<file path="config.mk">
export PLATFORM = sky130hd
export DESIGN_NAME = err_event_monitor
export DESIGN_NICKNAME = d
export VERILOG_FILES = /design/src/rtl/err_mon_pkg.sv /design/src/rtl/prim_fifo_sync.sv /design/src/rtl/err_event_monitor.sv
export SDC_FILE = /design/constraint.sdc
export NUM_CORES = 2
export LEC_CHECK = 0
export CORE_ASPECT_RATIO = 1.25
export CORE_UTILIZATION = 58
export CTS_CLUSTER_DIAMETER = 40
export DETAILED_ROUTE_END_ITERATION = 12
export HOLD_SLACK_MARGIN = 0.05
export PLACE_DENSITY = 0.82
export SLEW_MARGIN = 15
export SYNTH_ARGS = -nofsm -noshare
export SYNTH_HDL_FRONTEND = slang
export SYNTH_SLANG_ARGS = --single-unit
</file>
<file path="constraint.sdc">
create_clock -name clk_i -period 2.9 [get_ports clk_i]
set_input_delay 0.58 -clock clk_i [delete_from_list [all_inputs] [get_ports clk_i]]
set_output_delay 0.58 -clock clk_i [all_outputs]
set_load 0.05 [all_outputs]
</file>
<file path="src/rtl/err_mon_pkg.sv">
// Shared types and helpers for the error event monitor.
// Default widths here describe the record layout for the stock 9-channel configuration.
package err_mon_pkg;

    localparam int unsigned NumErrDefault    = 9;
    localparam int unsigned CntWDefault      = 16;
    localparam int unsigned TsWDefault       = 32;
    localparam int unsigned FifoDepthDefault = 4;

    // $clog2 that never returns 0, so a single-channel build still has a 1-bit index
    function automatic int unsigned clog2_min1(input int unsigned n);
        return (n <= 1) ? 1 : $clog2(n);
    endfunction

    localparam int unsigned IdxWDefault = clog2_min1(NumErrDefault);

    typedef struct packed {
        logic [IdxWDefault-1:0] idx;
        logic [TsWDefault-1:0]  ts;
        logic [CntWDefault-1:0] count;
    } err_evt_t;

endpackage

</file>
<file path="src/rtl/prim_fifo_sync.sv">
// Synchronous valid/ready FIFO with synchronous clear; read data comes straight from storage.
// Pass=1 forwards a write to the read side when the FIFO is empty.
module prim_fifo_sync #(
    parameter int unsigned Width = 8,
    parameter bit          Pass  = 1'b0,
    parameter int unsigned Depth = 4
) (
    input  logic             clk_i,
    input  logic             rst_ni,
    input  logic             clr_i,
    input  logic             wvalid_i,
    input  logic [Width-1:0] wdata_i,
    output logic             rvalid_o,
    input  logic             rready_i,
    output logic [Width-1:0] rdata_o,
    output logic             full_o
);
    localparam int unsigned PtrW  = (Depth > 1) ? $clog2(Depth) : 1;
    localparam int unsigned PtrW1 = PtrW + 1;

    logic [Width-1:0] mem_q [Depth];
    logic [PtrW:0]    wptr_q, rptr_q;
    logic             empty, pass_thru, wr_en, rd_en;

    // Extra pointer bit distinguishes full from empty
    assign empty     = (wptr_q == rptr_q);
    assign full_o    = (wptr_q[PtrW] != rptr_q[PtrW]) &&
                       (wptr_q[PtrW-1:0] == rptr_q[PtrW-1:0]);
    assign pass_thru = Pass && empty && wvalid_i;
    assign rvalid_o  = !empty || pass_thru;
    assign rdata_o   = pass_thru ? wdata_i : mem_q[rptr_q[PtrW-1:0]];
    assign rd_en     = rready_i && !empty;
    assign wr_en     = wvalid_i && (!full_o || rd_en) && !(pass_thru && rready_i);

    always_ff @(posedge clk_i or negedge rst_ni) begin
        if (!rst_ni) begin
            wptr_q <= '0;
            rptr_q <= '0;
            for (int i = 0; i < int'(Depth); i++) begin
                mem_q[i] <= '0;
            end
        end else if (clr_i) begin
            wptr_q <= '0;
            rptr_q <= '0;
        end else begin
            if (wr_en) begin
                mem_q[wptr_q[PtrW-1:0]] <= wdata_i;
                wptr_q <= wptr_q + PtrW1'(1);
            end
            if (rd_en) begin
                rptr_q <= rptr_q + PtrW1'(1);
            end
        end
    end

endmodule

</file>
<file path="src/rtl/err_event_monitor.sv">
// Rising-edge monitor for N error lines: sticky flags, saturating counters,
// and a queue of timestamped event records drained over valid/ready.
module err_event_monitor
    import err_mon_pkg::*;
#(
    parameter int unsigned NumErr    = NumErrDefault,
    parameter int unsigned CntW      = CntWDefault,
    parameter int unsigned TsW       = TsWDefault,
    parameter int unsigned FifoDepth = FifoDepthDefault,
    parameter bit          ReportAll = 1'b0
) (
    input  logic                          clk_i,
    input  logic                          rst_ni,
    input  logic                          clear_i,
    input  logic [NumErr-1:0]             err_i,
    output logic [NumErr-1:0]             errored_o,
    output logic                          evt_valid_o,
    input  logic                          evt_ready_i,
    output logic [clog2_min1(NumErr)-1:0] evt_idx_o,
    output logic [TsW-1:0]                evt_time_o,
    output logic [CntW-1:0]               evt_count_o,
    output logic                          overflow_o
);
    localparam int unsigned IdxW = clog2_min1(NumErr);
    localparam int unsigned EvtW = IdxW + TsW + CntW;

    logic [TsW-1:0]    ts_q;
    logic [NumErr-1:0] err_q, errored_q, pend_q;
    logic [CntW-1:0]   cnt_q  [NumErr];
    logic [CntW-1:0]   cnt_inc[NumErr];
    logic [TsW-1:0]    pts_q  [NumErr];
    logic [CntW-1:0]   pcnt_q [NumErr];
    logic              overflow_q;

    logic [NumErr-1:0] rise, ev, sel_oh, pend_clr;
    logic              sel_valid, push, fifo_full;
    logic [IdxW-1:0]   sel_idx;
    logic [TsW-1:0]    sel_ts;
    logic [CntW-1:0]   sel_cnt;
    logic [EvtW-1:0]   fifo_rdata;

    assign rise = err_i & ~err_q;
    assign ev   = rise & ({NumErr{ReportAll}} | ~errored_q);

    always_comb begin
        for (int i = 0; i < int'(NumErr); i++) begin
            cnt_inc[i] = (cnt_q[i] == '1) ? cnt_q[i] : cnt_q[i] + CntW'(1);
        end
    end

    // Fixed-priority arbiter: lowest pending channel wins
    always_comb begin
        sel_valid = 1'b0;
        sel_idx   = '0;
        sel_ts    = '0;
        sel_cnt   = '0;
        sel_oh    = '0;
        for (int i = int'(NumErr) - 1; i >= 0; i--) begin
            if (pend_q[i]) begin
                sel_valid = 1'b1;
                sel_idx   = IdxW'(i);
                sel_ts    = pts_q[i];
                sel_cnt   = pcnt_q[i];
                sel_oh    = '0;
                sel_oh[i] = 1'b1;
            end
        end
    end

    assign push     = sel_valid && !fifo_full;
    assign pend_clr = sel_oh & {NumErr{push}};

    always_ff @(posedge clk_i or negedge rst_ni) begin
        if (!rst_ni) begin
            ts_q       <= '0;
            err_q      <= '0;
            errored_q  <= '0;
            pend_q     <= '0;
            overflow_q <= 1'b0;
            for (int i = 0; i < int'(NumErr); i++) begin
                cnt_q[i]  <= '0;
                pts_q[i]  <= '0;
                pcnt_q[i] <= '0;
            end
        end else begin
            ts_q  <= ts_q + TsW'(1);
            err_q <= err_i;
            if (clear_i) begin
                errored_q  <= '0;
                pend_q     <= '0;
                overflow_q <= 1'b0;
                for (int i = 0; i < int'(NumErr); i++) begin
                    cnt_q[i] <= '0;
                end
            end else begin
                errored_q <= errored_q | rise;
                // A new event replaces a pending one only if that one is leaving this cycle
                pend_q    <= (pend_q & ~pend_clr) | ev;
                for (int i = 0; i < int'(NumErr); i++) begin
                    if (rise[i]) begin
                        cnt_q[i] <= cnt_inc[i];
                    end
                    if (ev[i] && pend_q[i] && !pend_clr[i]) begin
                        overflow_q <= 1'b1;
                    end else if (ev[i]) begin
                        pts_q[i]  <= ts_q;
                        pcnt_q[i] <= cnt_inc[i];
                    end
                end
            end
        end
    end

    prim_fifo_sync #(
        .Width (EvtW),
        .Pass  (1'b0),
        .Depth (FifoDepth)
    ) u_fifo (
        .clk_i    (clk_i),
        .rst_ni   (rst_ni),
        .clr_i    (clear_i),
        .wvalid_i (push),
        .wdata_i  ({sel_idx, sel_ts, sel_cnt}),
        .rvalid_o (evt_valid_o),
        .rready_i (evt_ready_i),
        .rdata_o  (fifo_rdata),
        .full_o   (fifo_full)
    );

    assign {evt_idx_o, evt_time_o, evt_count_o} = fifo_rdata;
    assign errored_o  = errored_q;
    assign overflow_o = overflow_q;

endmodule
</file>
==> impl_metrics.yaml <==
synthesis:
  yosysTopAreaCell: "dfrtp_1"
  yosysSeqAreaShare_pct: 51.0
  syn_area_per_cell_um2: 10.4
  synth.most_common_cell: "dfrtp_1"
  ys.flop_type: "dfrtp_1"
  syn_nets: 4058
  synth.area.top_cells: "dfrtp_1 51%, mux2_2 7.4%, nand2_1 4.9%"
  ys_warn_count: 0
  synth_common_cells: "850 x dfrtp_1, 541 x nand2_1, 285 x nor2_1"
  synth_edf_count: 0
  async_flop_share_pct: 100
  synth.cell_area_mm2: 0.0417
  postSynthCellCount: 4030
  synth_cell_type_count: 74
  ys_ff_latch: 850
  synth_top_area_share_pct: 51.0
sta:
  fin_crit_ps: 2870
  max_clock_freq_mhz: 349
  setup_ws_ps: 34.5
  relSlewSlack_pct: 37.8
  whs_ps: 293
  rsz0062_at_grt: "no"
  fin_setup_tns_ps: 0
  finClkSkew_ps: 51.3
  setup_violations: 0
  worstMarginPinSlew_ps: 923
  fin_crit_sh_pct: 98.8
  slew_violations: 0
  finalHoldViolCount: 0
clocking:
  cts_buffers: 106
  cts_tree: "done"
  clockRootBuffer: "clkbuf_16"
  htreeDepth: 3
  cts_sinks: 850
  clk_pin_slew_worst_paths_ps: 60
  cts_buffer_depth: 3
  insertion_delay_ps: 700
placed_design:
  post-place-ws_ps: 78.5
  placed_cells: 4874
  port_buffers: 75
  place.gp.congestion: 0.903
  post_dp_cell_area_mm2: 0.0438
  dp.final_hpwl_um: 68200
drt:
  post_drt_wl_per_cell_um: 22.1
  vias_per_cell: 6.36
  drc: 0
  antenna_left: 0
  drt_iter0_markers: 2999
  dr.pass1.iters: 6
  routed_wl_um: 112000
  vias: 32300
final_layout:
  area_growth_pct: 14.6
  instances_no_fill: 5080
  seqCellArea_mm2: 0.0213
  n_antenna_cell: 0
  finalInstanceArea_mm2: 0.0478
  final_layout_size_suffix_gt1_share_pct: 18.4
  fill_cells: 4937
  multi_input_area_mm2: 0.0189
  finalNetCount: 4077
pwr:
  power.leakage_nw: 21.0
  p_per_area_mw_per_mm2: 776
  peakVddDrop_mv: 0.675
die:
  dieArea_mm2: 0.0730
  die_x_um: 242
  die_h_um: 302
  floorplan.initialDensity_pct: 58.8
  num_rows: 109
  core-area_mm2: 0.0709
  io_pins: 76
critical_path:
  critPathLaunchType: "register"
  crit_required_ps: 2320
  critPathMaxFanout: 4
  critical_path_class: "register to output pin"
  worst_path_max_delay_cell: "dfrtp_4"
  crit_chain: "buf_12 > buf_4 > mux4_2 > clkdlybuf4s15_2"
  cp.arrival_ps: 2290
  endpoint_kind: "output pin"
  cp_slowest_stage_delay_ps: 510
global_route:
  grt_pass1_wl_um: 180000
  antenna_found_initial: 1
  grt_max_degree: 94
  overflow: 0
  grtUsageTotal_pct: 31.0
  grt_pass1_vias: 33100
job:
  maxCapViolations: 0
run_status:
  outcome: "finished clean"
worst_hold_path:
  hold_path.class: "input pin to register"
-- worst paths after layout --
check	startpoint	endpoint	slack, ps	depth (start not counted)
setup / recovery	u_fifo.rptr_q[0]$_DFFE_PN0P_	evt_time_o[19]	30	4
hold / removal	clear_i	cnt_q[110]$_DFFE_PN0P_	290	2
setup reg to reg	u_fifo.rptr_q[0]$_DFFE_PN0P_	pts_q[274]$_DFFE_PN0P_	160	8
hold reg to reg	pts_q[105]$_DFFE_PN0P_	pts_q[105]$_DFFE_PN0P_	480	2
max in group asynchronous	rst_ni	pts_q[48]$_DFFE_PN0P_	1490	4
min in group asynchronous	rst_ni	u_fifo.mem_q[89]$_DFFE_PN0P_	410	2
-- stage by stage --
step / util (%) / power (mW)
global route: 67.4 / 38.3
global placement: 61.8 / 22.4
CTS: 67.4 / 37.0
finish: 67.4 / 37.1
detailed placement: 61.8 / 22.8
floorplan: - / 20.0
-- report_power, final --
group	total (mW)	internal [mW]	switching [mW]
sequential	14.5	13.5	1.02
clock	13.8	8.24	5.55
combinational	8.80	3.71	5.09
-- logic make-up after synthesis --
group           after synthesis  share of synthesized area (%)
flops                       850                           51.0
xor+xnor                    210                           4.41
buf+inv                     416                           4.01
compound gates              847                           13.0
simple gates               1219                           13.1
mux                         473                           14.0
fa+ha+maj                    15                          0.450
-- sequential cells by signal, summed over array words and instances (netlist names) --
register,flops
ts_q,32
u_fifo.rptr_q,3
err_q,9
pts_q,288
cnt_q,144
overflow_o,1
u_fifo.wptr_q,3
pcnt_q,144
pend_q,9
u_fifo.mem_q,208
errored_o,9
-- routing by layer --
layer	track usage [%]	up-vias	wire length, µm
met3	5.72	403	8380
li1	-	14300	-
met4	20.1	2	7310
met2	51.3	1472	54600
met5	0	-	9
met1	37.6	16100	42000
-- final cells by class --
| cell class | count | share of cell area (%) |
|---|---|---|
| Clock buffer | 129 | 6.05 |
| Clock inverter | 67 | 1.77 |
| Inverter | 97 | 0.769 |
| Multi-Input combinational cell | 2764 | 39.5 |
| Sequential cell | 850 | 44.5 |
| Tap cell | 943 | 2.47 |
| Timing Repair Buffer | 230 | 4.95 |
-- critical path: cells and delay by family (launching register included) --
family   cells  cell delay [ps]
buf+inv      3              670
mux          1              420
flops        1              510
-- layout by cell type, fill, tap and decap left out, types with 21 or more instances in the layout --
cell type	Yosys	routed
mux2i_1	42	42
nor2b_1	49	48
mux4_2	52	52
o21ai_0	234	234
xor2_1	77	76
nand4_1	35	35
a21oi_1	194	194
mux2_2	276	276
buf_12	0	30
mux2_1	103	103
and3_1	38	38
dfrtp_1	850	840
clkbuf_16	0	109
nor3_1	71	70
o21ai_1	69	67
inv_1	93	93
a211oi_1	36	35
nand3_1	83	83
a22oi_1	39	39
nor2_1	285	285
nand2_1	541	540
buf_6	3	40
a221oi_1	56	56
a221o_1	35	35
nand2b_1	21	21
o21a_1	23	23
o211ai_1	32	32
xnor2_1	133	132
buf_4	7	123
-- timing repair --
action                                 in CTS  in global routing
resized for setup                          87                  3
endpoints found under the hold margin      24                  0
setup endpoints to repair                  51                 45
cloned                                      0                  1
hold buffers                                1                  0
setup buffers                               6                  2
Note: power is estimated with default switching activity, not from simulation.
